--- src/rtl/iq_pkg.sv ---
`default_nettype none
// ============================================================================
// Module   : iq_pkg
// Purpose  : Shared types, constants and small helpers for the instruction
//            issue queue and any block that consumes its entries.
// Contents : iq_entry_t   - {pc, instr} entry layout (pc in the upper half)
//            IQ_ENTRY_W   - entry width in bits
//            iq_popcount  - number of set bits in a 32-bit vector
//            iq_min       - minimum of two unsigned values
// Revision : 1.0 - initial release
// ============================================================================
package iq_pkg;

    typedef struct packed {
        logic [31:0] pc;
        logic [31:0] instr;
    } iq_entry_t;

    localparam int IQ_ENTRY_W = 64;

    function automatic int unsigned iq_popcount(input logic [31:0] v);
        int unsigned n;
        n = 0;
        for (int i = 0; i < 32; i++) begin
            n = n + {31'd0, v[i]};
        end
        return n;
    endfunction

    function automatic int unsigned iq_min(input int unsigned a, input int unsigned b);
        return (a < b) ? a : b;
    endfunction

endpackage
`default_nettype wire

--- src/rtl/instr_issue_queue_if.sv ---
`default_nettype none
// ============================================================================
// Module   : instr_issue_queue_if
// Purpose  : Bundles the fetch-side push channel, the issue-side presentation
//            channel and the flush control of the instruction issue queue.
// Ports    : flush, push_valid, push_mask, push_data, issue_take  (to queue)
//            push_ready, issue_valid, issue_data, count, full      (from queue)
// Modports : master - fetch/issue/redirect side driving the queue
//            slave  - the queue itself
// Revision : 1.0 - initial release
// ============================================================================
interface instr_issue_queue_if
    import iq_pkg::*;
#(
    parameter int FETCH_W = 2,
    parameter int ISSUE_W = 2,
    parameter int DEPTH   = 8,
    parameter int ENTRY_W = IQ_ENTRY_W
);
    localparam int TAKE_W = $clog2(ISSUE_W + 1);
    localparam int CNT_W  = $clog2(DEPTH + 1);

    logic                         flush;
    logic                         push_valid;
    logic [FETCH_W-1:0]           push_mask;
    logic [FETCH_W*ENTRY_W-1:0]   push_data;
    logic                         push_ready;
    logic [ISSUE_W-1:0]           issue_valid;
    logic [ISSUE_W*ENTRY_W-1:0]   issue_data;
    logic [TAKE_W-1:0]            issue_take;
    logic [CNT_W-1:0]             count;
    logic                         full;

    modport master (
        output flush, push_valid, push_mask, push_data, issue_take,
        input  push_ready, issue_valid, issue_data, count, full
    );

    modport slave (
        input  flush, push_valid, push_mask, push_data, issue_take,
        output push_ready, issue_valid, issue_data, count, full
    );

endinterface
`default_nettype wire

--- src/rtl/iq_compact.sv ---
`default_nettype none
// ============================================================================
// Module   : iq_compact
// Purpose  : Combinational lane compactor. Packs the lanes whose mask bit is
//            set into consecutive low lanes, preserving lane order, and
//            reports how many lanes are valid.
// Ports    : mask       in  LANES          per-lane valid, lane 0 = oldest
//            data       in  LANES*ENTRY_W  sparse lane data
//            dense_data out LANES*ENTRY_W  compacted lanes (unused lanes = 0)
//            n_valid    out CNT_W          popcount(mask)
// Revision : 1.0 - initial release
// ============================================================================
module iq_compact
    import iq_pkg::*;
#(
    parameter  int LANES   = 2,
    parameter  int ENTRY_W = IQ_ENTRY_W,
    localparam int CNT_W   = $clog2(LANES + 1)
) (
    input  wire logic [LANES-1:0]         mask,
    input  wire logic [LANES*ENTRY_W-1:0] data,
    output logic      [LANES*ENTRY_W-1:0] dense_data,
    output logic      [CNT_W-1:0]         n_valid
);

    always_comb begin
        int unsigned idx;
        dense_data = '0;
        idx        = 0;
        // Each set lane lands at the slot equal to the number of set lanes
        // below it, which keeps the original lane order.
        for (int unsigned i = 0; i < LANES; i++) begin
            if (mask[i]) begin
                dense_data[idx*ENTRY_W +: ENTRY_W] = data[i*ENTRY_W +: ENTRY_W];
                idx = idx + 1;
            end
        end
        n_valid = CNT_W'(iq_popcount(32'(mask)));
    end

endmodule
`default_nettype wire

--- src/rtl/instr_issue_queue.sv ---
`default_nettype none
// ============================================================================
// Module   : instr_issue_queue
// Purpose  : Multi-port circular instruction queue between fetch and issue.
//            Accepts up to FETCH_W mask-compacted entries per cycle, presents
//            the ISSUE_W oldest entries, and drains 0..ISSUE_W per cycle.
//            A synchronous flush empties the queue in one cycle.
// Ports    : clk    in   clock, rising edge
//            rst_n  in   asynchronous active-low reset
//            bus    slave modport of instr_issue_queue_if (push/issue/flush)
// Options  : IQ_BYPASS_EN - when defined, a push into an empty queue is
//            presented on issue_* in the same cycle and may be consumed at
//            once; otherwise entries become visible the cycle after push.
// Revision : 1.0 - initial release
// ============================================================================
module instr_issue_queue
    import iq_pkg::*;
#(
    parameter int FETCH_W = 2,
    parameter int ISSUE_W = 2,
    parameter int DEPTH   = 8,
    parameter int ENTRY_W = IQ_ENTRY_W
) (
    input wire logic          clk,
    input wire logic          rst_n,
    instr_issue_queue_if.slave bus
);

    localparam int PTR_W = $clog2(DEPTH);
    localparam int CNT_W = $clog2(DEPTH + 1);
    localparam int NP_W  = $clog2(FETCH_W + 1);

    logic [PTR_W-1:0]           rd_ptr_q, rd_ptr_d;
    logic [PTR_W-1:0]           wr_ptr_q, wr_ptr_d;
    logic [CNT_W-1:0]           count_q,  count_d;
    logic [ENTRY_W-1:0]         mem_q [DEPTH];
    logic [ENTRY_W-1:0]         mem_d [DEPTH];

    logic [FETCH_W*ENTRY_W-1:0] w_dense;
    logic [NP_W-1:0]            w_n_push;
    logic                       w_push_ready;
    logic                       w_accept;
    logic                       w_bypass;
    int unsigned                w_count_i;
    int unsigned                w_n_push_i;
    int unsigned                w_n_pop_i;
    int unsigned                w_avail_i;
    int unsigned                w_skip_i;

    iq_compact #(
        .LANES   (FETCH_W),
        .ENTRY_W (ENTRY_W)
    ) u_compact (
        .mask       (bus.push_mask),
        .data       (bus.push_data),
        .dense_data (w_dense),
        .n_valid    (w_n_push)
    );

    // Credit is computed from registered occupancy only, so a pop in the same
    // cycle never opens room for a push.
    assign w_push_ready   = (DEPTH - int'(count_q)) >= FETCH_W;
    assign bus.push_ready = w_push_ready;
    assign bus.count      = count_q;
    assign bus.full       = (count_q == CNT_W'(DEPTH));

`ifdef IQ_BYPASS_EN
    localparam int LANES_MAX = (FETCH_W > ISSUE_W) ? FETCH_W : ISSUE_W;
    logic [LANES_MAX*ENTRY_W-1:0] w_dense_pad;

    always_comb begin
        w_dense_pad = '0;
        w_dense_pad[FETCH_W*ENTRY_W-1:0] = w_dense;
    end
`endif

    always_comb begin
        w_accept   = bus.push_valid && w_push_ready && !bus.flush;
        w_n_push_i = w_accept ? 32'(w_n_push) : 32'd0;
        w_count_i  = 32'(count_q);
        w_bypass   = 1'b0;
`ifdef IQ_BYPASS_EN
        w_bypass   = w_accept && (count_q == '0);
`endif
        // Entries available to issue this cycle: the fresh push lanes when
        // bypassing an empty queue, otherwise the stored occupancy.
        w_avail_i  = w_bypass ? w_n_push_i : w_count_i;
        w_n_pop_i  = iq_min(32'(bus.issue_take), w_avail_i);
        // Bypassed lanes that issue consumes right away never need a slot.
        w_skip_i   = w_bypass ? w_n_pop_i : 32'd0;

        bus.issue_valid = '0;
        bus.issue_data  = '0;
        for (int unsigned i = 0; i < ISSUE_W; i++) begin
            bus.issue_valid[i] = (i < w_count_i);
            bus.issue_data[i*ENTRY_W +: ENTRY_W] = mem_q[rd_ptr_q + PTR_W'(i)];
        end
`ifdef IQ_BYPASS_EN
        if (w_bypass) begin
            for (int unsigned i = 0; i < ISSUE_W; i++) begin
                bus.issue_valid[i] = (i < w_n_push_i);
                bus.issue_data[i*ENTRY_W +: ENTRY_W] = w_dense_pad[i*ENTRY_W +: ENTRY_W];
            end
        end
`endif

        mem_d = mem_q;
        for (int unsigned k = 0; k < FETCH_W; k++) begin
            if ((k < w_n_push_i) && (k >= w_skip_i)) begin
                mem_d[wr_ptr_q + PTR_W'(k)] = w_dense[k*ENTRY_W +: ENTRY_W];
            end
        end

        if (bus.flush) begin
            rd_ptr_d = '0;
            wr_ptr_d = '0;
            count_d  = '0;
        end else begin
            rd_ptr_d = rd_ptr_q + PTR_W'(w_n_pop_i);
            wr_ptr_d = wr_ptr_q + PTR_W'(w_n_push_i);
            count_d  = CNT_W'(w_count_i + w_n_push_i - w_n_pop_i);
        end
    end

    always_ff @(posedge clk or negedge rst_n) begin
        if (!rst_n) begin
            rd_ptr_q <= '0;
            wr_ptr_q <= '0;
            count_q  <= '0;
        end else begin
            rd_ptr_q <= rd_ptr_d;
            wr_ptr_q <= wr_ptr_d;
            count_q  <= count_d;
        end
    end

    // Payload storage carries no reset; validity is tracked by count_q.
    always_ff @(posedge clk) begin
        mem_q <= mem_d;
    end

    // Issue must never take more than is presented; the datapath clamps anyway.
    a_take_le_avail : assert property (
        @(posedge clk) disable iff (!rst_n)
        (bus.flush || (32'(bus.issue_take) <= w_avail_i))
    );

endmodule
`default_nettype wire

--- src/flat_wrapper.sv ---
// flat-port wrapper written by rule: the top's interface ports become plain ports
module instr_issue_queue_flat import iq_pkg::*;
#(
    parameter int FETCH_W = 2,
    parameter int ISSUE_W = 2,
    parameter int DEPTH   = 8,
    parameter int ENTRY_W = IQ_ENTRY_W
)
  (clk, rst_n, bus_flush, bus_push_valid, bus_push_mask, bus_push_data, bus_issue_take, bus_push_ready, bus_issue_valid, bus_issue_data, bus_count, bus_full);
  instr_issue_queue_if #(.FETCH_W(FETCH_W), .ISSUE_W(ISSUE_W), .DEPTH(DEPTH), .ENTRY_W(ENTRY_W)) bus_i ();
  input wire logic clk;
  input wire logic rst_n;
  input wire logic [$bits(bus_i.flush)-1:0] bus_flush;
  input wire logic [$bits(bus_i.push_valid)-1:0] bus_push_valid;
  input wire logic [$bits(bus_i.push_mask)-1:0] bus_push_mask;
  input wire logic [$bits(bus_i.push_data)-1:0] bus_push_data;
  input wire logic [$bits(bus_i.issue_take)-1:0] bus_issue_take;
  output wire logic [$bits(bus_i.push_ready)-1:0] bus_push_ready;
  output wire logic [$bits(bus_i.issue_valid)-1:0] bus_issue_valid;
  output wire logic [$bits(bus_i.issue_data)-1:0] bus_issue_data;
  output wire logic [$bits(bus_i.count)-1:0] bus_count;
  output wire logic [$bits(bus_i.full)-1:0] bus_full;
  assign bus_i.flush = bus_flush;
  assign bus_i.push_valid = bus_push_valid;
  assign bus_i.push_mask = bus_push_mask;
  assign bus_i.push_data = bus_push_data;
  assign bus_i.issue_take = bus_issue_take;
  assign bus_push_ready = bus_i.push_ready;
  assign bus_issue_valid = bus_i.issue_valid;
  assign bus_issue_data = bus_i.issue_data;
  assign bus_count = bus_i.count;
  assign bus_full = bus_i.full;
  instr_issue_queue #(.FETCH_W(FETCH_W), .ISSUE_W(ISSUE_W), .DEPTH(DEPTH), .ENTRY_W(ENTRY_W)) u_core (.clk(clk), .rst_n(rst_n), .bus(bus_i));
endmodule
--- config.mk ---
export PLATFORM = sky130hd
export DESIGN_NAME = instr_issue_queue_flat
export DESIGN_NICKNAME = d
export VERILOG_FILES = /design/src/rtl/iq_pkg.sv /design/src/rtl/instr_issue_queue_if.sv /design/src/rtl/iq_compact.sv /design/src/rtl/instr_issue_queue.sv /design/src/flat_wrapper.sv
export SDC_FILE = /design/constraint.sdc
export NUM_CORES = 2
export LEC_CHECK = 0
export ABC_CLOCK_PERIOD_IN_PS = 4500
export CORE_ASPECT_RATIO = 0.7
export CORE_MARGIN = 2
export CORE_UTILIZATION = 59
export CTS_CLUSTER_DIAMETER = 80
export DETAILED_ROUTE_END_ITERATION = 7
export PLACE_DENSITY = 0.82
export SYNTH_ARGS = -nofsm -noshare
export SYNTH_HDL_FRONTEND = slang
export SYNTH_SLANG_ARGS = --single-unit
--- constraint.sdc ---
create_clock -name clk -period 4.5 [get_ports clk]
set_input_delay 0.45 -clock clk [delete_from_list [all_inputs] [get_ports clk]]
set_output_delay 0.45 -clock clk [all_outputs]
set_load 0.05 [all_outputs]
==> impl_metrics.py <==
metrics = {
    "yosys": {
        "synth_fa_ha_area_share_pct": 0.782,
        "ys_ff_latch": 522,
        "synth_top_family_by_area": "multiplexers",
        "synthDominantCellAreaShare_pct": 31.4,
        "netlist_instances": 3686,
        "synth-edff-count": 0,
        "yosys-mux-area-fraction_pct": 22.2,
        "yosysTopAreaCell": "dfxtp_1",
        "yosys-top-cells-area": "dfxtp_1, mux4_2, o31ai_1, a21oi_1, nor3_1",
        "synth-simple-area-share_pct": 15.7,
        "synthTopCellsByCount": "nand2_1, a21oi_1, nor3_1, dfxtp_1, o31ai_1",
        "synth_xor_area_share_pct": 0.268,
        "ys_types": 38,
        "ys_seq_area_share_pct": 32.2,
        "async_reset_ff_share_pct": 1.92,
        "synth_compound_area_share_pct": 22.1,
        "ys_warn_count": 0,
        "synth.net_count": 3840,
        "synthFlopType": "dfxtp_1",
        "synth_area_um2": 32600,
        "syn_avg_cell_area_um2": 8.85,
        "synth_most_common_cell": "nand2_1",
    },
    "power_and_ir_drop": {
        "p_sw_mw": 12.8,
        "p_int_mw": 14.6,
        "p_comb_share_pct": 59.1,
        "ir_drop_uv": 913,
        "swShare_pct": 46.8,
        "p_leak_nw": 11.6,
        "seqPwrFrac_pct": 24.3,
        "clkPwrFrac_pct": 16.6,
        "powerDensity_nw_per_um2": 739,
    },
    "timing": {
        "setup_slack_ps": 324,
        "tightest_slew_ps": 1330,
        "fin_skew_ps": 19.2,
        "finalHoldViolations": 0,
        "fmax_mhz": 239,
        "finalCriticalPeriod_ps": 4180,
        "maxSlewViolCount": 0,
        "max_slew_margin_pct": 11.0,
        "setup_violations": 0,
        "fin_setup_tns_ps": 0,
        "grt_setup_unrepaired": "false",
        "finalCritPeriodShare_pct": 92.8,
    },
    "setup_path": {
        "cp.arrival_ps": 3730,
        "cpPeakStageDelay_ps": 730,
        "crit_required_ps": 4050,
        "startpoint_type": "flip-flop",
        "worst_path_max_delay_cell": "clkdlybuf4s50_1",
        "r2r_slack_ps": 710,
        "path_delay_family": "buffers and inverters",
        "worstPathMaxFanout": 44,
        "critPathKind": "flip-flop to output port",
        "crit_path_start": "u_core.rd_ptr_q[1]$_DFF_PN0_",
        "timing.rr.start": "u_core.bus.count[1]$_DFF_PN0_",
        "worstPathCellList": "ha_4 > buf_12 > mux4_2 > mux2_2 > clkdlybuf4s50_1",
        "end_kind": "output port",
        "cp.buffers_inverters": 2,
    },
    "global_route": {
        "gr-total-overflow": 0,
        "antenna_found_initial": 8,
        "grt_pass1_wl_um": 184000,
        "grt_usage_pct": 40.5,
        "first_global_vias": 31318,
        "grt_start_max_net_pins": 129,
    },
    "run": {
        "max_cap_violations": 0,
    },
    "clocking": {
        "cts_repair_resize_count": 0,
        "cts_sinks": 522,
        "clockBufferDepth": 3,
        "post-cts-setup-buffers": 0,
        "root_buffer": "clkbuf_16",
        "holdBufCountCts": 0,
        "numCtsBuffers": 51,
        "cts_max_level": 2,
        "cts_tree": "built",
        "clk_pin_slew_ps": 70,
        "clk_latency_ps": 630,
    },
    "drt": {
        "ant_nets": 0,
        "vias_per_cell": 7.52,
        "post_drt_wl_per_cell_um": 27.4,
        "dr.first_iter.drc_count": 5831,
        "drtPass1Iterations": 8,
        "drc": 0,
        "drt_wl_total_um": 120000,
        "vias": 32849,
    },
    "floorplanning": {
        "dieArea_um2": 57200,
        "std_cell_rows": 72,
        "core_um2": 55000,
        "die_h_um": 201,
        "start_util_pct": 59.4,
        "io_pins": 272,
        "fp.dieW_um": 285,
    },
    "cells_and_area": {
        "final_cell_area_um2": 37000,
        "nets": 3735,
        "syn2layout_area_growth_pct": 13.5,
        "final.fill_count": 4220,
        "fin_cells": 4370,
        "layout-drive-gt1-share_pct": 15.7,
    },
    "placement": {
        "dpl_cell_area_um2": 35300,
        "place_congestion": 0.889,
        "pre_cts_slack_ps": 697,
        "numPortBuffers": 271,
        "dp_cells": 4268,
        "dpl.hpwl_um": 65800,
    },
    "hold_path": {
        "hp-class": "input port to async pin",
    },
    "outcome": {
        "status": "completed",
    },
}
cells by family (layout without fill, tap and decap cells):
kind of cell / Yosys count / in the layout
other: 0 / 7
AND/OR/NAND/NOR: 1131 / 1131
flip-flops: 522 / 522
buffers and inverters: 511 / 448
XOR/XNOR: 10 / 10
adder cells (fa/ha/maj): 18 / 18
multiplexers: 386 / 386
AO/OA/AOI/OAI: 1108 / 1108
worst reg2reg max path, delay by kind of cell (launching register included):
kind / cells / cell delay (ps)
compound gates: 3 / 500
simple gates: 3 / 1130
flops: 1 / 510
fa+ha+maj: 3 / 1090
xor+xnor: 2 / 320
buf+inv: 1 / 140
routing by layer:
| metal | global-route usage (%) | share of wire (%) | vias up |
|---|---|---|---|
| li1 | - | - | 13713 |
| met1 | 55.3 | 37 | 15485 |
| met2 | 58.9 | 43 | 3080 |
| met3 | 11.5 | 15 | 569 |
| met4 | 20.2 | 5.3 | 2 |
| met5 | 0 | 0.0058 | - |
area by class of cell:
class	count	area [µm²]	share of cell area [%]
Antenna cell	7	17.5	0.0473
Sequential cell	522	10500	28.4
Clock buffer	79	1500	4.06
Timing Repair Buffer	345	3720	10.1
Multi-Input combinational cell	2653	20100	54.3
Inverter	8	30.0	0.0811
Tap cell	740	926	2.50
Clock inverter	16	203	0.547
sequential cells by signal, summed over array words and instances, names as in the netlist:
name,cells
u_core.mem_q,512
u_core.bus.count,4
u_core.rd_ptr_q,3
u_core.wr_ptr_q,3
power by group through the flow:
stage	clock network [mW]	logic (mW)	registers, mW
floorplan	0	11.5	6.28
global placement	0	15.7	6.58
detailed placement	0	15.9	6.62
CTS	4.51	16.0	6.56
global route	4.69	16.7	6.71
finish	4.55	16.2	6.65
final timing paths:
check	to	cells past startpoint
min in group clk	u_core.mem_q[267]$_DFF_P_	4
max reg2reg	u_core.bus.count[3]$_DFF_PN0_	12
min	u_core.wr_ptr_q[2]$_DFF_PN0_	1
max in group asynchronous	u_core.rd_ptr_q[2]$_DFF_PN0_	1
min reg2reg	u_core.mem_q[280]$_DFF_P_	2
max	bus_issue_data[71]	5
cells in the final DEF, fill, tap and decap left out, types with 6 or more instances in the layout:
cell,n
diode_2,7
dfrtp_1,7
dfxtp_1,512
xnor2_1,6
inv_1,8
nand2_1,517
a22o_1,63
o31ai_1,512
a2111oi_4,10
clkbuf_1,17
nor2b_1,8
clkbuf_8,10
clkdlybuf4s50_1,269
mux4_2,256
ha_1,13
nor3_1,513
nor2_1,6
clkbuf_16,52
clkinv_2,7
buf_12,37
buf_4,38
and3_1,65
mux2_2,129
a21oi_1,517
through the flow:
step / utilization, % / power, mW / hold slack, ps
finish: 67.4 / 27.4 / 194
global route: 67.4 / 28.1 / 226
CTS: 67.4 / 27.0 / 196
detailed placement: 64.3 / 22.5 / 546
global placement: 64.3 / 22.3 / 539
floorplan: - / 17.8 / 154
Power figures use the tool's default switching activity.
